### config.mk
export PLATFORM = sky130hd
export DESIGN_NAME = led_pwm_fader
export DESIGN_NICKNAME = d
export VERILOG_FILES = /design/src/rtl/led_pwm_fader.sv
export SDC_FILE = /design/constraint.sdc
export NUM_CORES = 1
export LEC_CHECK = 0
export ABC_AREA = 1
export CORE_MARGIN = 4
export CORE_UTILIZATION = 40
export CTS_CLUSTER_DIAMETER = 100
export DETAILED_ROUTE_END_ITERATION = 6
export SLEW_MARGIN = 20
export SYNTH_ARGS = -nofsm -noshare
export SYNTH_HDL_FRONTEND = slang
export SYNTH_SLANG_ARGS = --single-unit
### constraint.sdc
create_clock -name FPGA_CLK -period 2.7 [get_ports FPGA_CLK]
set_input_delay 0.405 -clock FPGA_CLK [delete_from_list [all_inputs] [get_ports FPGA_CLK]]
set_output_delay 0.405 -clock FPGA_CLK [all_outputs]
set_load 0.03 [all_outputs]
### src/rtl/led_pwm_fader.sv
// Four-channel LED PWM fader: duty ramps toward PATTERN ? MAX_DUTY : 0, one FADE_STEP per ramp tick.
// Latency: inputs registered 1 clk, LED pins 1 clk after duty/pwm_cnt; no backpressure (free-running).
module led_pwm_fader #(
  parameter int PWM_BITS       = 8,
  parameter int STEP_DIV       = 97656,
  parameter int FADE_STEP      = 1,
  parameter bit LED_ACTIVE_LOW = 1'b1
) (
  input  logic                FPGA_CLK,
  input  logic                RST,
  input  logic [3:0]          PATTERN,
  input  logic [PWM_BITS-1:0] MAX_DUTY,
  output logic [3:0]          LED,
  output logic                BUSY
);

  localparam int TICK_W = (STEP_DIV > 1) ? $clog2(STEP_DIV) : 1;
  localparam logic [PWM_BITS:0] STEP_EXT = (PWM_BITS+1)'(FADE_STEP);

  typedef enum logic [1:0] {
    ST_OFF  = 2'd0,
    ST_RISE = 2'd1,
    ST_HOLD = 2'd2,
    ST_FALL = 2'd3
  } ch_state_t;

  logic [PWM_BITS-1:0] pwm_cnt;
  logic [TICK_W-1:0]   tick_cnt;
  logic                tick;
  logic [3:0]          pattern_q;
  logic [PWM_BITS-1:0] maxd_q;
  logic [PWM_BITS-1:0] duty     [4];
  logic [PWM_BITS-1:0] duty_nxt [4];
  logic [PWM_BITS-1:0] target   [4];
  logic [PWM_BITS:0]   up_sum   [4];
  logic [PWM_BITS:0]   dn_sum   [4];
  ch_state_t           state     [4];
  ch_state_t           state_nxt [4];
  logic [3:0]          on;
  logic                busy_nxt;

  assign tick = (tick_cnt == TICK_W'(STEP_DIV - 1));

  // Ramp arithmetic is one bit wider so a step past either end clamps to the target instead of wrapping.
  always_comb begin
    for (int i = 0; i < 4; i++) begin
      target[i]   = pattern_q[i] ? maxd_q : '0;
      up_sum[i]   = {1'b0, duty[i]} + STEP_EXT;
      dn_sum[i]   = {1'b0, duty[i]} - STEP_EXT;
      duty_nxt[i] = duty[i];
      if (duty[i] < target[i]) begin
        duty_nxt[i] = (up_sum[i] > {1'b0, target[i]}) ? target[i] : up_sum[i][PWM_BITS-1:0];
      end else if (duty[i] > target[i]) begin
        duty_nxt[i] = (dn_sum[i][PWM_BITS] || (dn_sum[i][PWM_BITS-1:0] < target[i]))
                      ? target[i] : dn_sum[i][PWM_BITS-1:0];
      end
    end
  end

  always_comb begin
    busy_nxt = 1'b0;
    on       = '0;
    for (int i = 0; i < 4; i++) begin
      state_nxt[i] = state[i];
      if (duty[i] < target[i]) begin
        state_nxt[i] = ST_RISE;
      end else if (duty[i] > target[i]) begin
        state_nxt[i] = ST_FALL;
      end else if (target[i] != '0) begin
        state_nxt[i] = ST_HOLD;
      end else begin
        state_nxt[i] = ST_OFF;
      end
      if (state[i] == ST_RISE || state[i] == ST_FALL) begin
        busy_nxt = 1'b1;
      end
      on[i] = (duty[i] > pwm_cnt);
    end
  end

  always_ff @(posedge FPGA_CLK) begin
    if (RST) begin
      for (int i = 0; i < 4; i++) begin
        state[i] <= ST_OFF;
      end
    end else begin
      for (int i = 0; i < 4; i++) begin
        state[i] <= state_nxt[i];
      end
    end
  end

  always_ff @(posedge FPGA_CLK) begin
    if (RST) begin
      pwm_cnt   <= '0;
      tick_cnt  <= '0;
      pattern_q <= '0;
      maxd_q    <= '0;
      for (int i = 0; i < 4; i++) begin
        duty[i] <= '0;
      end
      LED  <= {4{LED_ACTIVE_LOW}};
      BUSY <= 1'b0;
    end else begin
      pwm_cnt   <= pwm_cnt + PWM_BITS'(1);
      tick_cnt  <= tick ? '0 : tick_cnt + TICK_W'(1);
      pattern_q <= PATTERN;
      maxd_q    <= MAX_DUTY;
      if (tick) begin
        for (int i = 0; i < 4; i++) begin
          duty[i] <= duty_nxt[i];
        end
      end
      LED  <= on ^ {4{LED_ACTIVE_LOW}};
      BUSY <= busy_nxt;
    end
  end

endmodule
==> metrics.md, run 1 <==
| Metric | Value |
|---|---|
| Overflow after GRT | `0` |
| CP arrival | `2.73 ns` |
| Clock transition at path regs | `0.06 ns` |
| Setup TNS | `0 ns` |
| Iteration-0 DRC Markers | `421` |
| Share of layout cells above drive strength 1 | `20.2%` |
| Synthesized Nets | `1,350` |
| WS Path Type | `flip-flop to flip-flop` |
| Max incr delay on CP | `0.46 ns` |
| IO Count | `19` |
| Yosys cell types | `39` |
| Die Wd | `152 µm` |
| Req. time, crit path | `2.77 ns` |
| Clk sinks | `78` |
| Worst skew pair latency | `0.34 ns` |
| Initial antenna violation count | `0` |
| Status | `completed` |
| Number of core rows | `52` |
| HPWL after DPL | `17,400 µm` |
| Antenna Cells | `0` |
| RSZ-0062 raised after global routing | `yes` |
| Top FF cell, synth | `dfxtp_1` |
| Final-report hold violation count | `0` |
| Worst Path Max Fanout | `5` |
| Via count | `8,048` |
| Vias per cell | `5.06` |
| Register area share after synthesis | `22.8%` |
| PD cells | `358 nW/µm²` |
| Yosys synthesis warning count | `0` |
| H-tree depth | `3` |
| Worst Hold Class | `flip-flop to flip-flop` |
| Vias in the first global route | `7,455` |
| Area share of the largest cell type after synthesis | `20.3%` |
| FILL cells | `2,019` |
| Leakage | `4.99 nW` |
| Cell count after synthesis | `1,202` |
| Most numerous cell in the Yosys netlist | `nand2_1` |
| Initial Util | `40.7%` |
| Pre-antenna DRT Iters | `5` |
| Routed wire length | `22,600 µm` |
| EDFF count, synth | `32` |
| Fin Clk Skew | `0.00867 ns` |
| Die area | `23,000 µm²` |
| Layout Utilization | `50.6%` |
| CTS tree | `done` |
| Post-Synthesis Cell Area | `8270 µm²` |
| # setup viols final | `0` |
| Clock Tree Root | `clkbuf_16` |
| Hold path start | `tick_cnt[13]$_SDFF_PP0_` |
| Final Cycle Share | `98.4%` |
| CTS Buf Count | `9` |
| Critical Path Start | `duty[3][1]$_SDFFCE_PN0P_` |
| Power Total | `3.68 mW` |
| GPL Wtd Cong | `0.916` |
| Cell Area, Placed | `9220 µm²` |
| First-pass GRT wire length | `36,300 µm` |
| Slowest cell on the critical path | `edfxtp_1` |
| Synth cell count leaders | `nand2_1 (273), inv_1 (169), nand3_1 (164)` |
| Max-slew headroom | `56.9%` |
| Startpoint Class | `flip-flop` |
| Worst Tran Pin Value | `0.645 ns` |
| Area leader, netlist | `ha_1` |
| Final net count | `1,463` |
| Largest net degree at the start of global routing | `24` |
| Fraction of registers with async set/reset | `0%` |
| Critical path, cell by cell | `ha_4, nand2_2, nor3_2, xor2_1, inv_1, ha_4, nand2_2, nor2_4, nand3_2, nand3_4, buf_4, nand3_1, nand3_2, a21oi_2` |
| Peak supply drop | `0.356 mV` |
| Min Tclk post-route | `2.66 ns` |
| Clk buf depth | `2` |
| Area Growth Syn to Fin | `24.1%` |
| IO Port Bufs | `18` |
| DR WL/cell | `14.2 µm` |
| Final Cell Area | `10,300 µm²` |
| Synthesized flop and latch total | `78` |
| Chip Height | `152 µm` |
| Synth area leaders | `ha_1 (20%), nand2_1 (12%), edfxtp_1 (12%)` |
| R2r startpoint | `duty[3][1]$_SDFFCE_PN0P_` |
| CP Capture Type | `flip-flop` |
| Antenna Nets Post-Route | `0` |
| MaxCap Viol Count | `0` |
| GRT Total Usage | `19.6%` |
| Residual DRC | `0` |
| Core footprint | `20,300 µm²` |
| Peak Freq | `376 MHz` |
| Final Max Slew Viols | `0` |
| Post-synthesis area per instance | `6.88 µm²` |
final timing paths:
check	endpoint	slack, ns	cells after the start
max	duty[3][2]$_SDFFCE_PN0P_	0.04	14
min	tick_cnt[13]$_SDFF_PP0_	0.45	2
max reg2reg	duty[3][2]$_SDFFCE_PN0P_	0.04	14
min reg2reg	tick_cnt[13]$_SDFF_PP0_	0.45	2
cell usage in the layout, fill, tap and decap left out, types with 10 or more instances in the layout:
cell             netlist  final
inv_1                169    158
clkbuf_16              0     10
nor2_1               116    101
a21oi_1               74     69
edfxtp_1              32     32
nor3_1                13     11
dfxtp_1               46     46
nand3_2                4     24
nor2_2                 5     17
nand3_1              164    141
buf_4                  4     92
o21ai_0               25     22
nand4_1               13     13
inv_2                  6     16
a21oi_2               10     15
buf_6                  3     10
nand2_2               10     29
xor2_1                34     32
ha_1                 134    125
clkdlybuf4s50_1        0     18
nand2_1              273    251
repair_timing:
item                                    4_1_cts  5_1_grt
pin swaps                                     1       59
gates resized for setup                       2      124
setup buffers                                 3       28
endpoints found under the setup margin       10       32
gates cloned                                  0        2
hold buffers                                  0        0
area by class of cell:
| cell class | instances | area, µm² | share of cell area (%) |
|---|---|---|---|
| clock buffer | 15 | 299 | 2.91 |
| tap | 270 | 338 | 3.29 |
| inverter | 175 | 659 | 6.42 |
| timing repair buffer | 121 | 1000 | 9.78 |
| sequential | 78 | 1880 | 18.3 |
| clock inverter | 1 | 8.76 | 0.0853 |
| multi-input combinational | 930 | 6070 | 59.2 |
logic make-up after synthesis:
group,Yosys count,synth area share (%)
buffers and inverters,196,9.44
AND/OR/NAND/NOR,627,34.4
flip-flops,78,22.8
XOR/XNOR,44,4.66
adder cells (fa/ha/maj),134,20.3
AO/OA/AOI/OAI,123,8.47
layer usage:
metal	vias to the layer above	global-route usage, %	part of all wire, %
met5	-	0	0
li1	4188	-	-
met3	31	2.91	4.2
met1	3650	25.5	45
met2	179	33.7	49
met4	0	5.66	1.8
per-stage QoR:
stage	instances	hold slack [ns]	setup slack, ns
finish	1590	0.448	0.0424
global route	1590	0.476	-0.0855
CTS	1560	0.452	0.0281
detailed placement	1541	0.440	-0.0296
global placement	1541	0.432	-0.00756
floorplan	1202	0.416	0.0312
flip-flops by register name, summed over array words and instances, names as in the netlist:
signal     flops
duty          32
BUSY           1
state          4
maxd_q         8
tick_cnt      17
pattern_q      4
pwm_cnt        8
LED            4
where the power goes:
| part | switching, mW | total (mW) | leakage (nW) | internal (mW) |
|---|---|---|---|---|
| Clock | 0.498 | 1.26 | 0.152 | 0.760 |
| Sequential | 0.0546 | 1.32 | 0.711 | 1.27 |
| Combinational | 0.648 | 1.10 | 4.13 | 0.448 |
critical path: cells and delay by family (launching register included):
kind / cells / cell delay, ns
flip-flops: 1 / 0.46
AND/OR/NAND/NOR: 8 / 0.91
buffers and inverters: 2 / 0.24
adder cells (fa/ha/maj): 2 / 0.46
AO/OA/AOI/OAI: 1 / 0.06
XOR/XNOR: 1 / 0.24
(Power assumes the default switching activity.)
==> run 2: changes to the inputs <==
--- a/config.mk
+++ b/config.mk
@@ -10,7 +10,7 @@
 export CORE_UTILIZATION = 40
 export CTS_CLUSTER_DIAMETER = 100
 export DETAILED_ROUTE_END_ITERATION = 6
-export SLEW_MARGIN = 20
 export SYNTH_ARGS = -nofsm -noshare
 export SYNTH_HDL_FRONTEND = slang
 export SYNTH_SLANG_ARGS = --single-unit
+export TNS_END_PERCENT = 50
==> metrics.md, run 2 (same netlist as run 1, synthesis figures left out) <==
| Metric | Value |
|---|---|
| NetSw | `1.20 mW (+0.12%)` |
| Met2 wire length | `11,100 µm (-0.23%)` |
| Max reg flops | `32 (unchanged)` |
| Met3 WL | `956 µm (+0.63%)` |
| Area Growth Syn to Fin | `23.8%` |
| CTS Buf Count | `9 (unchanged)` |
| Most frequent cells in the layout | `nand2_1 (252), inv_1 (158), nand3_1 (142), ha_1 (126), nor2_1 (103)` |
| Max incr delay on CP | `0.48 ns (+0.02 ns)` |
| Worst skew pair latency | `0.35 ns (about the same)` |
| Final Cycle Share | `96.0% (-2.4 points)` |
| Worst Hold Class | `flip-flop to flip-flop` |
| Slowest cell on the critical path | `edfxtp_1` |
| Top reg by flops | `duty` |
| Top flop regs | `duty (32), tick_cnt (17)` |
| H-tree depth | `3 (unchanged)` |
| Clk sinks | `78 (unchanged)` |
| Max-slew headroom | `57.9% (+0.96 points)` |
| Antenna Cells | `0 (unchanged)` |
| Worst Path Max Fanout | `7 (+2)` |
| HPWL after DPL | `17,400 µm (unchanged)` |
| Clock transition at path regs | `0.06 ns (about the same)` |
| Post-Route M1 WL | `10,200 µm (+0.38%)` |
| IO Port Bufs | `18 (unchanged)` |
| CTS tree | `done` |
| Min Tclk post-route | `2.59 ns (-0.0645 ns)` |
| Leakage | `5.00 nW (+0.18%)` |
| First-pass GRT wire length | `36,200 µm (-0.19%)` |
| Final net count | `1,458 (-0.34%)` |
| Final Max Slew Viols | `0 (unchanged)` |
| # setup viols final | `0 (unchanged)` |
| Startpoint Class | `flip-flop` |
| Pre-antenna DRT Iters | `5 (unchanged)` |
| Die Wd | `152 µm (unchanged)` |
| DR WL/cell | `14.3 µm (+0.44%)` |
| CP Capture Type | `flip-flop` |
| Overflow after GRT | `0 (unchanged)` |
| GPL Wtd Cong | `0.916 (unchanged)` |
| RSZ-0062 raised after global routing | `yes` |
| CP arrival | `2.69 ns (-0.04 ns)` |
| Share of layout cells above drive strength 1 | `19.5% (-0.68 points)` |
| Core footprint | `20,300 µm² (unchanged)` |
| Initial Util | `40.7% (unchanged)` |
| Status | `completed` |
| Peak supply drop | `0.359 mV (+0.92%)` |
| Number of core rows | `52 (unchanged)` |
| Buf/Inv on CP | `1 (-1)` |
| Clk buf depth | `2 (unchanged)` |
| Peak Freq | `386 MHz (+2.5%)` |
| Clock network power share | `34.4% (+0.2 points)` |
| Post-route setup slack | `0.107 ns (+0.0645 ns)` |
| Via count | `7,996 (-0.65%)` |
| MaxCap Viol Count | `0 (unchanged)` |
| Worst Tran Pin Value | `0.631 ns (-0.0143 ns)` |
| Comb power frac | `29.6% (-0.2 points)` |
| Power Internal | `2.47 mW (-0.40%)` |
| Pre-CTS WS | `-0.0296 ns (unchanged)` |
| Routed wire length | `22,700 µm (+0.12%)` |
| Worst path top cell family by delay | `simple AND/OR/NAND/NOR gates` |
| Die area | `23,000 µm² (unchanged)` |
| Antenna Nets Post-Route | `0 (unchanged)` |
| Hold-fix buffers, CTS | `0 (unchanged)` |
| Part of the power in registers | `36.0% (about the same)` |
| Iteration-0 DRC Markers | `427 (+1.4%)` |
| Largest net degree at the start of global routing | `24 (unchanged)` |
| PD cells | `358 nW/µm² (about the same)` |
| GRT Total Usage | `19.6% (-0.031 points)` |
| Commonest non-fill, non-tap cell in the layout | `nand2_1` |
| Final-report hold violation count | `0 (unchanged)` |
| Vias per cell | `5.04 (-0.33%)` |
| Top Metal Used | `met4` |
| Critical path, cell by cell | `buf_4, ha_4, nand2_2, nor2_4, xor2_1, ha_1, nand2_2, nor2_2, nand2_1, nand3_2, nand2_2, nand2_4, nand2_4, nand2_1, nand3_1, nand2_1, nor2_2` |
| Setup TNS | `0 ns (unchanged)` |
| Initial antenna violation count | `0 (unchanged)` |
| Sw Share | `32.8% (+0.12 points)` |
| Clock Tree Root | `clkbuf_16` |
| WS Path Type | `flip-flop to flip-flop` |
| Fin Clk Skew | `0.00881 ns (+0.000142 ns)` |
| Chip Height | `152 µm (unchanged)` |
| Vias in the first global route | `7,443 (-0.16%)` |
| Req. time, crit path | `2.80 ns (+0.03 ns)` |
| IO Count | `19 (unchanged)` |
| Residual DRC | `0 (unchanged)` |
[run 2: cell count changes in the layout (fill, tap and decap cells not counted), sizes merged]
cell | previous run | this run
nand3 | 170 | 171
buf | 103 | 97
[run 2: power by group through the flow]
stage | logic, mW | registers, mW | clock network, mW
floorplan | 0.660 | 1.34 | 0
global placement | 0.935 | 1.35 | 0
detailed placement | 0.947 | 1.35 | 0
CTS | 0.954 | 1.32 | 1.29
global route | 1.23 | 1.33 | 1.33
finish | 1.08 | 1.32 | 1.26
[run 2: layout make-up]
type | instances | area, µm²
clock buffer | 15 | 299
clock inverter | 1 | 8.76
fill | 2009 | 10100
inverter | 175 | 659
multi-input combinational | 931 | 6100
sequential | 78 | 1880
tap | 270 | 338
timing repair buffer | 115 | 951
[run 2: final timing paths]
check                            from                        to  slack (ns)  depth (start not counted)
max          duty[1][0]$_SDFFCE_PN0P_  duty[1][1]$_SDFFCE_PN0P_        0.11                         17
min           tick_cnt[13]$_SDFF_PP0_   tick_cnt[13]$_SDFF_PP0_        0.45                          2
max reg2reg  duty[1][0]$_SDFFCE_PN0P_  duty[1][1]$_SDFFCE_PN0P_        0.11                         17
min reg2reg   tick_cnt[13]$_SDFF_PP0_   tick_cnt[13]$_SDFF_PP0_        0.45                          2
[run 2: what timing repair did]
action,4_1_cts,5_1_grt
setup buffers,0,25
gates resized for setup,2,122
pin swaps,0,42
endpoints found under the setup margin,10,32
cloned,0,3
[run 2: through the flow]
step / utilization, % / total power [mW] / hold slack [ns] / std cells / area [µm²]
floorplan: - / 2.00 / 0.416 / 1202 / 8270
global placement: 45.4 / 2.28 / 0.432 / 1541 / 9220
detailed placement: 45.4 / 2.29 / 0.440 / 1541 / 9220
CTS: 46.9 / 3.56 / 0.452 / 1557 / 9530
global route: 50.4 / 3.89 / 0.476 / 1585 / 10200
finish: 50.4 / 3.67 / 0.448 / 1585 / 10200
[run 2: tightest hold or removal path, stage by stage (launching register included)]
cell	delay [ns]
dfxtp_1	0.31
inv_1	0.05
a21oi_1	0.05
[run 2: layer usage]
metal / track usage [%] / vias to the layer above
met5: 0 / -
met1: 25.5 / 3611
met2: 33.6 / 170
li1: - / 4184
met4: 5.66 / 0
met3: 2.91 / 31
